$ cat src/rtl/game_pkg.sv
// Shared definitions for the switch game: switch count, the game-over LED pattern,
// the auto-player state encoding, LFSR constants and a one-hot check.
package game_pkg;

  localparam int unsigned NUM_SW = 10;
  localparam logic [NUM_SW-1:0] ALL_ONES = '1;

  localparam logic [15:0] LFSR_SEED = 16'hACE1;
  localparam logic [15:0] LFSR_TAPS = 16'hB400;

  typedef enum logic [2:0] {
    IDLE,
    WAIT_PROMPT,
    DELAY,
    TOGGLE,
    WAIT_CLEAR,
    HALT
  } state_t;

  // True when exactly one bit of v is set.
  function automatic logic is_onehot(input logic [NUM_SW-1:0] v);
    return (v != '0) && ((v & (v - NUM_SW'(1))) == '0);
  endfunction

endpackage

$ cat src/rtl/auto_player_lfsr16.sv
// Free-running 16-bit Galois LFSR (right shift, taps 16'hB400, seed 16'hACE1).
// Ports: clk, reset (async, active-high), value (current LFSR state).
module lfsr16
  import game_pkg::*;
(
  input  logic        clk,
  input  logic        reset,
  output logic [15:0] value
);

  always_ff @(posedge clk or posedge reset) begin
    if (reset) begin
      value <= LFSR_SEED;
    end else begin
      value <= {1'b0, value[15:1]} ^ (value[0] ? LFSR_TAPS : 16'h0000);
    end
  end

endmodule

$ cat src/rtl/auto_player.sv
// Self-play responder for the switch game: waits for a stable one-hot LED prompt,
// waits a (jittered) reaction delay, then toggles the matching switch. Optional
// deliberate wrong toggles (rotated mask) exercise the game-over path.
// Ports:
//   clk, reset      - clock, asynchronous active-high reset
//   enable          - bot active; low returns the bot to IDLE (sw_out held)
//   led_prompt      - game LED vector (one-hot prompt, all-ones = game over)
//   sw_out          - bot switch vector
//   moves           - toggles issued, saturating at 255
//   mistakes        - deliberate wrong toggles, saturating at 15
//   halted          - set once game over is detected; only reset clears it
module auto_player
  import game_pkg::*;
#(
  parameter int unsigned REACT_CYCLES    = 25000000,
  parameter logic [31:0] JITTER_MASK     = 32'h00FF_FFFF,
  parameter int unsigned ERR_THRESH      = 0,
  parameter int unsigned GAMEOVER_CYCLES = 4
) (
  input  logic              clk,
  input  logic              reset,
  input  logic              enable,
  input  logic [NUM_SW-1:0] led_prompt,
  output logic [NUM_SW-1:0] sw_out,
  output logic [7:0]        moves,
  output logic [3:0]        mistakes,
  output logic              halted
);

  localparam int unsigned GO_W = $clog2(GAMEOVER_CYCLES + 1);

  state_t            state, state_nxt;
  logic [15:0]       lfsr;
  logic [NUM_SW-1:0] prev_led;
  logic [NUM_SW-1:0] tgt, tgt_nxt;
  logic [NUM_SW-1:0] sw_nxt;
  logic [NUM_SW-1:0] toggle_mask;
  logic [31:0]       delay, delay_nxt;
  logic [GO_W-1:0]   go_cnt, go_cnt_nxt;
  logic [7:0]        moves_nxt;
  logic [3:0]        mistakes_nxt;
  logic              all_ones;
  logic              go_hit;
  logic              accept;
  logic              fire;
  logic              err_move;

  lfsr16 u_lfsr (
    .clk   (clk),
    .reset (reset),
    .value (lfsr)
  );

  // Game-over detection: this cycle is the GAMEOVER_CYCLES-th consecutive all-ones.
  assign all_ones = (led_prompt == ALL_ONES);
  assign go_hit   = all_ones && ((32'(go_cnt) + 32'd1) >= 32'(GAMEOVER_CYCLES));

  always_comb begin
    go_cnt_nxt = '0;
    if (all_ones) begin
      go_cnt_nxt = (go_cnt == GO_W'(GAMEOVER_CYCLES)) ? go_cnt : go_cnt + GO_W'(1);
    end
  end

  // Prompt is accepted only after it was sampled identical on two consecutive edges.
  assign accept   = (state == WAIT_PROMPT) && enable && !go_hit &&
                    is_onehot(led_prompt) && (led_prompt == prev_led);
  assign fire     = (state == TOGGLE) && enable && !go_hit;
  assign err_move = (ERR_THRESH != 0) && (32'(lfsr[7:0]) < ERR_THRESH);

  // A wrong move toggles the neighbour switch (rotate left, top bit wraps to bit 0).
  assign toggle_mask = err_move ? {tgt[NUM_SW-2:0], tgt[NUM_SW-1]} : tgt;

  // State register.
  always_ff @(posedge clk or posedge reset) begin
    if (reset) begin
      state <= IDLE;
    end else begin
      state <= state_nxt;
    end
  end

  // Next-state logic; HALT is absorbing and outranks enable.
  always_comb begin
    state_nxt = state;
    if (state == HALT || go_hit) begin
      state_nxt = HALT;
    end else if (!enable) begin
      state_nxt = IDLE;
    end else begin
      case (state)
        IDLE:        state_nxt = WAIT_PROMPT;
        WAIT_PROMPT: if (accept) state_nxt = DELAY;
        DELAY:       if (delay == 32'd0) state_nxt = TOGGLE;
        TOGGLE:      state_nxt = WAIT_CLEAR;
        WAIT_CLEAR:  if (led_prompt != tgt) state_nxt = WAIT_PROMPT;
        default:     state_nxt = IDLE;
      endcase
    end
  end

  // Datapath next values driven by the current state.
  always_comb begin
    tgt_nxt      = tgt;
    delay_nxt    = delay;
    sw_nxt       = sw_out;
    moves_nxt    = moves;
    mistakes_nxt = mistakes;
    if (accept) begin
      tgt_nxt   = led_prompt;
      delay_nxt = 32'(REACT_CYCLES) + ({16'h0000, lfsr} & JITTER_MASK);
    end
    if ((state == DELAY) && enable && !go_hit && (delay != 32'd0)) begin
      delay_nxt = delay - 32'd1;
    end
    if (fire) begin
      sw_nxt = sw_out ^ toggle_mask;
      if (moves != 8'hFF) begin
        moves_nxt = moves + 8'd1;
      end
      if (err_move && (mistakes != 4'hF)) begin
        mistakes_nxt = mistakes + 4'd1;
      end
    end
  end

  // Datapath and output registers.
  always_ff @(posedge clk or posedge reset) begin
    if (reset) begin
      prev_led <= '0;
      tgt      <= '0;
      delay    <= '0;
      go_cnt   <= '0;
      sw_out   <= '0;
      moves    <= '0;
      mistakes <= '0;
      halted   <= 1'b0;
    end else begin
      prev_led <= led_prompt;
      tgt      <= tgt_nxt;
      delay    <= delay_nxt;
      go_cnt   <= go_cnt_nxt;
      sw_out   <= sw_nxt;
      moves    <= moves_nxt;
      mistakes <= mistakes_nxt;
      halted   <= (state_nxt == HALT);
    end
  end

endmodule

$ cat config.mk
export PLATFORM = sky130hd
export DESIGN_NAME = auto_player
export DESIGN_NICKNAME = d
export VERILOG_FILES = /design/src/rtl/game_pkg.sv /design/src/rtl/auto_player_lfsr16.sv /design/src/rtl/auto_player.sv
export SDC_FILE = /design/constraint.sdc
export NUM_CORES = 1
export LEC_CHECK = 0
export CAP_MARGIN = 20
export CORE_ASPECT_RATIO = 1.5
export CORE_MARGIN = 2
export CORE_UTILIZATION = 45
export CTS_CLUSTER_DIAMETER = 40
export CTS_CLUSTER_SIZE = 12
export DETAILED_ROUTE_END_ITERATION = 10
export SKIP_LAST_GASP = 1
export SYNTH_ARGS = -nofsm -noshare
export SYNTH_HDL_FRONTEND = slang
export SYNTH_SLANG_ARGS = --single-unit
export TNS_END_PERCENT = 10
$ cat constraint.sdc
create_clock -name clk -period 4.46 [get_ports clk]
set_clock_uncertainty 0.1 [all_clocks]
set_input_delay 0.669 -clock clk [delete_from_list [all_inputs] [get_ports clk]]
set_output_delay 0.669 -clock clk [all_outputs]
set_load 0.005 [all_outputs]
Word level (Yosys, flattened, before mapping)
Index checks and enable logic that the tools add are counted.
{ "word_totals": {"regBits": 93, "inputBits": 13} }
{ "classes": {"add_sub_neg": 6, "n_lt_le_gt_ge": 1, "eq_ne": 12, "n_mux": 11, "n_bitwise": 3, "reduce_logical": 20} }
{ "op_table": {"columns": ["cell", "count"], "rows": [
  ["$mux W32", 2],
  ["$logic_not A32 Y1", 1],
  ["$reduce_bool A32 Y1", 1],
  ["$sub A32 B1 Y32 const B", 1],
  ["$add A25 B16 Y26 const A", 1],
  ["$mux W3", 7],
  ["$mux W16", 1],
  ["$xor A15 B16 Y16", 1],
  ["$pmux W3 S5", 1],
  ["$eq A3 B3 Y1 const B", 4],
  ["$logic_and A1 B1 Y1", 11],
  ["$and A10 B10 Y10", 1],
  ["$eq A10 B10 Y1", 1],
  ["$eq A10 B10 Y1 const B", 1],
  ["$logic_not A10 Y1", 1],
  ["$ne A10 B10 Y1", 1],
  ["$reduce_bool A10 Y1", 1],
  ["$sub A10 B1 Y10 const B", 1],
  ["$xor A10 B10 Y10", 1],
  ["$add A8 B1 Y8 const B", 1],
  ["$ne A8 B8 Y1 const B", 1],
  ["$eq A3 B2 Y1 const B", 2],
  ["$add A3 B1 Y4 const B", 1],
  ["$ge A4 B3 Y1 const B", 1],
  ["8 further kinds", 8]
]} }

Depth between registers and ports, before layout
{ "depth": {"depth_word": 12, "depth_mapped": 9, "mapped_depth_nobuf": 7} }

Modules after synthesis
Synthesis repeated with hierarchy kept, for this count alone.
{ "hier_totals": {"hier_cells": 477, "area_unflattened_um2": 4889.7} }
{ "by_module_without_submodules": {"columns": ["mod", "n_inst", "cells_per_inst", "area_per_inst_um2", "seq_area_each_um2"], "rows": [
  ["auto_player", 1, 457, 4449.3, 1926.8],
  ["lfsr16", 1, 20, 440.4, 410.4]
]} }

Worst setup path after synthesis
Ideal clock, no wire load.
{ "synth_timing": {"path_kind": "in2reg", "from": "input led_prompt[0]", "to": "register delay[16]", "setup_time_ns": 0.120, "t_arrival_ns": 2.317, "required_time_ns": 4.240, "slack_ns": 1.923, "stages": 7, "cell_sequence": "clkbuf_1 -> xor2_1 -> or4_4 -> nor4b_4 -> o2111ai_4 -> o22a_1 -> o211a_1"} }
{ "synth_via": {"elab_chain_cells": 7, "word_cells_on_any_way": 16, "classes_between": "add/sub: 1; eq/ne: 2; mux: 1; bitwise: 1; reduce/logical: 11"} }
{ "synth_lines": {"columns": ["item", "line", "text"], "rows": [
  ["start: declaration", "auto_player.sv:23", "input logic [NUM_SW-1:0] led_prompt,"],
  ["$sub A10 B1 Y10 / $eq A10 B10 Y1 (equally long branches)", "game_pkg.sv:22, auto_player.sv:55", null],
  ["$and A10 B10 Y10 / $logic_and A1 B1 Y1 (equally long branches)", "game_pkg.sv:22, auto_player.sv:56", null],
  ["$logic_not A10 Y1 / $logic_not A1 Y1 (equally long branches)", "game_pkg.sv:22, auto_player.sv:66, auto_player.sv:113", null],
  ["$logic_and A1 B1 Y1 (on tied branches)", "game_pkg.sv:22, auto_player.sv:66", null],
  ["$logic_and A1 B1 Y1", "auto_player.sv:66", "assign accept = (state == WAIT_PROMPT) && enable && !go_hit &&"],
  ["$logic_and A1 B1 Y1", "auto_player.sv:67", "is_onehot(led_prompt) && (led_prompt == prev_led);"],
  ["$reduce_bool A2 Y1 (no line)", null, null],
  ["end signal: assignment", "auto_player.sv:141", "delay <= delay_nxt;"],
  ["end: declaration", "auto_player.sv:38", "logic [31:0] delay, delay_nxt;"]
]} }
Several ways; a longest one is shown, not always the timed one.
A chain may end at the register's enable or synchronous reset.

Worst setup path in the final report
{ "layout_timing": {"from": "input led_prompt[1]", "to": "register delay[18]"} }
The elaborated chain is that of the path after synthesis.

==> results.py <==
metrics = {
    "global_route": {
        "gr-total-overflow": 0,
        "grt_pass1_vias": 3671,
        "grt_max_degree": 38,
        "grt_antenna_before_repair": 0,
        "grt_pass1_wl_mm": 17.5,
        "grtUsageTotal_pct": 19.1,
    },
    "setup_path": {
        "crit_type": "in -> reg",
        "worstPathRequired_ns": 4.59,
        "crit_family": "compound AO/OA/AOI/OAI gates",
        "crit_slowest_cell": "clkdlybuf4s50_1",
        "startpoint_type": "input pin",
        "max_stage_delay_ns": 0.62,
        "path_max_fanout": 37,
        "crit_arrival_ns": 3.26,
        "cp_num_buf_inv": 2,
        "endpoint_kind": "register",
        "worstPathCellList": "clkdlybuf4s50_1, nor4_4, a21oi_1, a211o_1, o211ai_4, buf_12, o21ai_1, mux2_2",
    },
    "synthesis": {
        "synth_edf_count": 0,
        "synth_area_leaders": "dfrtp_1 (44%), xnor2_1 (6.0%), dfstp_2 (4.3%)",
        "yosysMostFrequentCell": "dfrtp_1",
        "synth.avg_cell_area_sq_um": 10.6,
        "yosys_warnings": 0,
        "synth_cells": 456,
        "syn_area_sq_um": 4860,
        "synth_top_flop_cell": "dfrtp_1",
        "yosysTopAreaCellShare_pct": 43.8,
        "netlist_top_cells_count": "dfrtp_1 (85), nand2_1 (34), xnor2_1 (33), nor2_1 (23), nor3_1 (18)",
        "synth_cell_types": 68,
        "synth_top_cell_by_area": "dfrtp_1",
        "ys_ff_latch": 93,
        "yosysSeqAreaShare_pct": 48.1,
        "synth-async-reset-ratio_pct": 100,
    },
    "clocking": {
        "clock_latency_ns": 0.34,
        "cts-buffers-inserted": 9,
        "htree_levels": 3,
        "cts_hold_buf": 0,
        "cts_setup_buffers": 0,
        "clk_path_buf_depth": 2,
        "clk_pin_slew_ns": 0.06,
        "ctsRootBufferMaster": "clkbuf_16",
        "cts_tree": "built",
        "cts.sinks": 93,
        "post_cts_resized": 0,
    },
    "timing": {
        "holdWs_ns": 0.283,
        "worstMarginPinSlew_ns": 0.897,
        "max_clock_freq_mhz": 320,
        "slew_headroom_pct": 39.7,
        "finalMaxSlewViolations": 0,
        "final_hold_viol_count": 0,
        "min_period_ns": 3.13,
        "rsz0062_at_grt": "false",
        "tns_ns": 0,
        "timing.final.crit_share_pct": 70.1,
        "setup_viol": 0,
    },
    "die": {
        "die_x_um": 88.8,
        "die_y_um": 131,
        "fp.coreArea_sq_um": 10500,
        "rows": 46,
        "die_area_sq_um": 11700,
        "initial_core_util_pct": 46.1,
        "io_pins": 36,
    },
    "cells_and_area": {
        "diodes": 0,
        "drive_gt1_share_pct": 10.4,
        "area_growth_pct": 13.5,
        "fin_util_pct": 52.3,
        "fin_area_sq_um": 5510,
        "nNetsFinal": 497,
    },
    "pwr": {
        "fin_total_pwr_uw": 1660,
        "ir_drop_mv": 0.190,
        "power-per-cell-area_nw_per_um2": 301,
        "p_leak_uw": 0.00236,
    },
    "route": {
        "drt-vias-per-instance": 5.70,
        "drt_iter0_drc": 192,
        "drc": 0,
        "drt-total-wl_mm": 10.3,
        "drtPass1Iterations": 4,
        "vias": 3571,
        "ant_nets": 0,
        "wl_per_cell_um": 16.4,
    },
    "hold_path": {
        "hp-class": "reg -> reg",
    },
    "run": {
        "drv_cap": 0,
    },
    "placement": {
        "placement.io_buffers": 31,
        "post-dp-hpwl_mm": 7.37,
        "place_area_sq_um": 5240,
        "gp_congestion": 0.814,
    },
    "outcome": {
        "status": "finished clean",
    },
}
layer usage:
layer	global-route usage (%)	vias to the layer above	wire length (um)
met1	22.1	1765	4120
met5	0	-	0
met2	33.1	79	5490
met3	2.07	26	306
li1	-	1701	-
met4	10.6	0	394
per-stage QoR:
stage / cells / worst slack, ns
after global routing: 627 / 1.18
final: 627 / 1.33
after detailed placement: 611 / 0.962
after global placement: 611 / 1.04
after CTS: 627 / 1.32
after floorplan: 459 / 1.28
power breakdown:
group,switching [uW],total [uW],internal [uW]
clock,315,706,391
combinational,52.2,86.1,33.9
sequential,12.0,867,855
total,379,1660,1280
flip-flops by register name (all words and copies together) (netlist names):
register,count
delay,32
u_lfsr.value,16
prev_led,10
sw_out,10
tgt,10
moves,8
go_cnt,3
state,3
halted,1
layout by cell type, fill, tap and decap left out, drive strengths merged, types with 3 or more instances in the layout:
cell type and count:
dfstp 8, nor4 9, a21oi 13, a211oi 3, clkdlybuf4s50 31, clkinv 3, nor2 23, and3 11
or4 10, mux2 13, or3 3, buf 4, xor2 16, nand2 36, o21ai 15, o311ai 3
nor3 18, o311a 5, clkbuf 12, and4 5, nor2b 6, nand3 18, dfrtp 85, o221a 5
mux2i 4, nand4 18, conb 4, and2 5, o211a 3, ha 6, nor4b 4, o211ai 7
inv 14, xnor2 33
area by class of cell:
type | instances | area (sq um)
inverter | 15 | 57.6
multi-input combinational | 324 | 2310
fill | 940 | 5020
sequential | 93 | 2340
clock buffer | 12 | 246
timing repair buffer | 35 | 353
clock inverter | 4 | 25.0
tap | 144 | 180
path summary, 6_finish.rpt:
check / start / to / slack, ns / depth (start not counted)
worst min register to register: u_lfsr.value[3] / u_lfsr.value[2] / 0.28 / 0
min in group asynchronous: reset / u_lfsr.value[8] / 0.54 / 2
worst min-delay path: u_lfsr.value[3] / u_lfsr.value[2] / 0.28 / 0
worst max register to register: delay[2] / delay[14] / 1.86 / 6
max in group asynchronous: reset / u_lfsr.value[0] / 2.87 / 3
worst max-delay path: led_prompt[1] / delay[18] / 1.33 / 8
cell families after synthesis:
family	count (synthesis)	share of synthesized area, %
simple gates	173	20.9
buf+inv	42	4.69
xor+xnor	49	8.84
other cells	1	0.0772
compound gates	75	12.0
flops	93	48.1
mux	17	3.84
fa+ha+maj	6	1.55
No activity file was read; power rests on OpenSTA's default activity.
==> edit (config.mk and constraints unchanged) <==
`GAMEOVER_CYCLES`: 4 -> 2.
--- a/src/rtl/auto_player.sv
+++ b/src/rtl/auto_player.sv
@@ -16,5 +16,5 @@
   parameter logic [31:0] JITTER_MASK     = 32'h00FF_FFFF,
   parameter int unsigned ERR_THRESH      = 0,
-  parameter int unsigned GAMEOVER_CYCLES = 4
+  parameter int unsigned GAMEOVER_CYCLES = 2
 ) (
   input  logic              clk,
Check against the original RTL: not equivalent (Yosys sat finds a counterexample within 4 cycles, from zero or initial values and one cycle with reset high).
==> edit against the original RTL <==
Power up 2.1%; critical path depth down 1; setup slack worse by 260 ps; largest power group unchanged; synthesized area down 3.7%; largest cell class unchanged; highest routed layer unchanged; wire length up 0.41%; sequential cell count down 1; cell area down 3.1%; global-route usage up 1.2 points.
==> edit: results (changes against the original RTL) <==
hold_path:
  hold_end: "u_lfsr.value[6]$_DFF_PP1_"
  hp-start: "u_lfsr.value[7]$_DFF_PP1_"
clock_tree:
  cts_root_buffer: "clkbuf_16"
  cts_setup_buffers: 0  # unchanged
synthesis:
  seq_area_frac_synth_pct: 49.5  # +1.3 points
  synth_area_leaders: "dfrtp_1 45%, xnor2_1 6.0%, nand2_1 4.9%, dfstp_2 4.5%, xor2_1 3.2%"
  synth_commonest_cells: "84 x dfrtp_1, 61 x nand2_1, 33 x nor2_1"
final_layout:
  layout-drive-gt1-share_pct: 10.4  # +0.021 points
  final_net_count: 496  # -0.20%
  nFillCells: 926  # -1.5%
routing:
  wl_mm: 10.3  # +0.41%
  drt_iter0_drc: 199  # +3.6%
  drt-vias-per-instance: 5.87  # +3.0%
run_status:
  status: "finished clean"
placed_design:
  dp_slack_ps: 694  # -269 ps
  dp_hpwl_mm: 7.32  # -0.72%
  gp_congestion: 0.832  # +2.3%
worst_setup_path:
  reg2reg_from: "state[2]$_DFF_PP0_"
  r2r_end: "delay[13]$_DFFE_PP0P_"
  ff2ff_setup_slack_ps: 1620  # -240 ps
  path_max_fanout: 25  # -32%
global_route:
  first_global_vias: 3542  # -3.5%
  grt_usage_pct: 20.3  # +1.2 points
  grt_max_degree: 40  # +5.3%
power_and_ir_drop:
  p_leak_uw: 0.00227  # -3.7%
[edit: cell count changes in the layout (fill, tap and decap cells not counted), sizes merged, moves of 6 or more]
cell,delta
a21oi,-8
and3,-6
mux2,-9
nand2,+27
nand4,-7
nor2,+10
nor4,+7
o21ai,-8
or4,-7
[edit: through the flow]
stage	cell area (um2)	util, %	std cells	hold WS, ps
after global placement	5040	49.7	583	267
after detailed placement	5040	49.7	583	257
final	5340	52.7	599	286
after global routing	5340	52.7	599	297
after CTS	5340	52.7	599	287
after floorplan	4690	-	454	250
[edit: worst max-delay path, stage by stage]
cell and delay, ps:
clkdlybuf4s50_1 610, nor4_4 400, and2b_1 210, a21oi_1 140
or4_1 970, nand2_1 340, o221a_2 220
[edit: cell type report]
class,count,area share [%]
sequential,92,43.3
multi-input combinational,328,41.0
timing repair buffer,36,6.52
clock buffer,11,4.55
tap,117,2.74
clock inverter,5,1.10
inverter,10,0.727
[edit: worst max-delay path by stage]
| stage | startpoint | to | slack [ps] | cells after the start |
|---|---|---|---|---|
| after floorplan | reset | delay[0]$_DFFE_PP0P_ | 1310 | 1 |
| after global placement | led_prompt[5] | delay[1]$_DFFE_PP0P_ | 800 | 6 |
| after detailed placement | led_prompt[5] | delay[15]$_DFFE_PP0P_ | 690 | 7 |
| after CTS | led_prompt[5] | delay[15]$_DFFE_PP0P_ | 1050 | 7 |
| after global routing | led_prompt[5] | delay[15]$_DFFE_PP0P_ | 870 | 7 |
| final | led_prompt[0] | delay[15]$_DFFE_PP0P_ | 1070 | 7 |
[edit: cells by family after synthesis]
family	share of synthesized area (%)
adders and majority gates	1.61
DFF	49.5
other	0.0802
muxes	2.03
AOI/OAI and AO/OA	11.7
xor gates and xnor gates	9.18
buffers and inverters	3.93
and+or+nand+nor	22.0
[edit: power breakdown]
group / total [uW] / internal (uW) / switching, uW
combinational: 72.0 / 25.1 / 46.9
sequential: 845 / 841 / 4.23
clock: 778 / 451 / 327
total: 1690 / 1320 / 378
[edit: layer usage]
layer	routed length [um]	track usage, %
met5	0	0
met4	259	9.41
met3	317	3.59
met2	5520	34.8
met1	4250	24.5
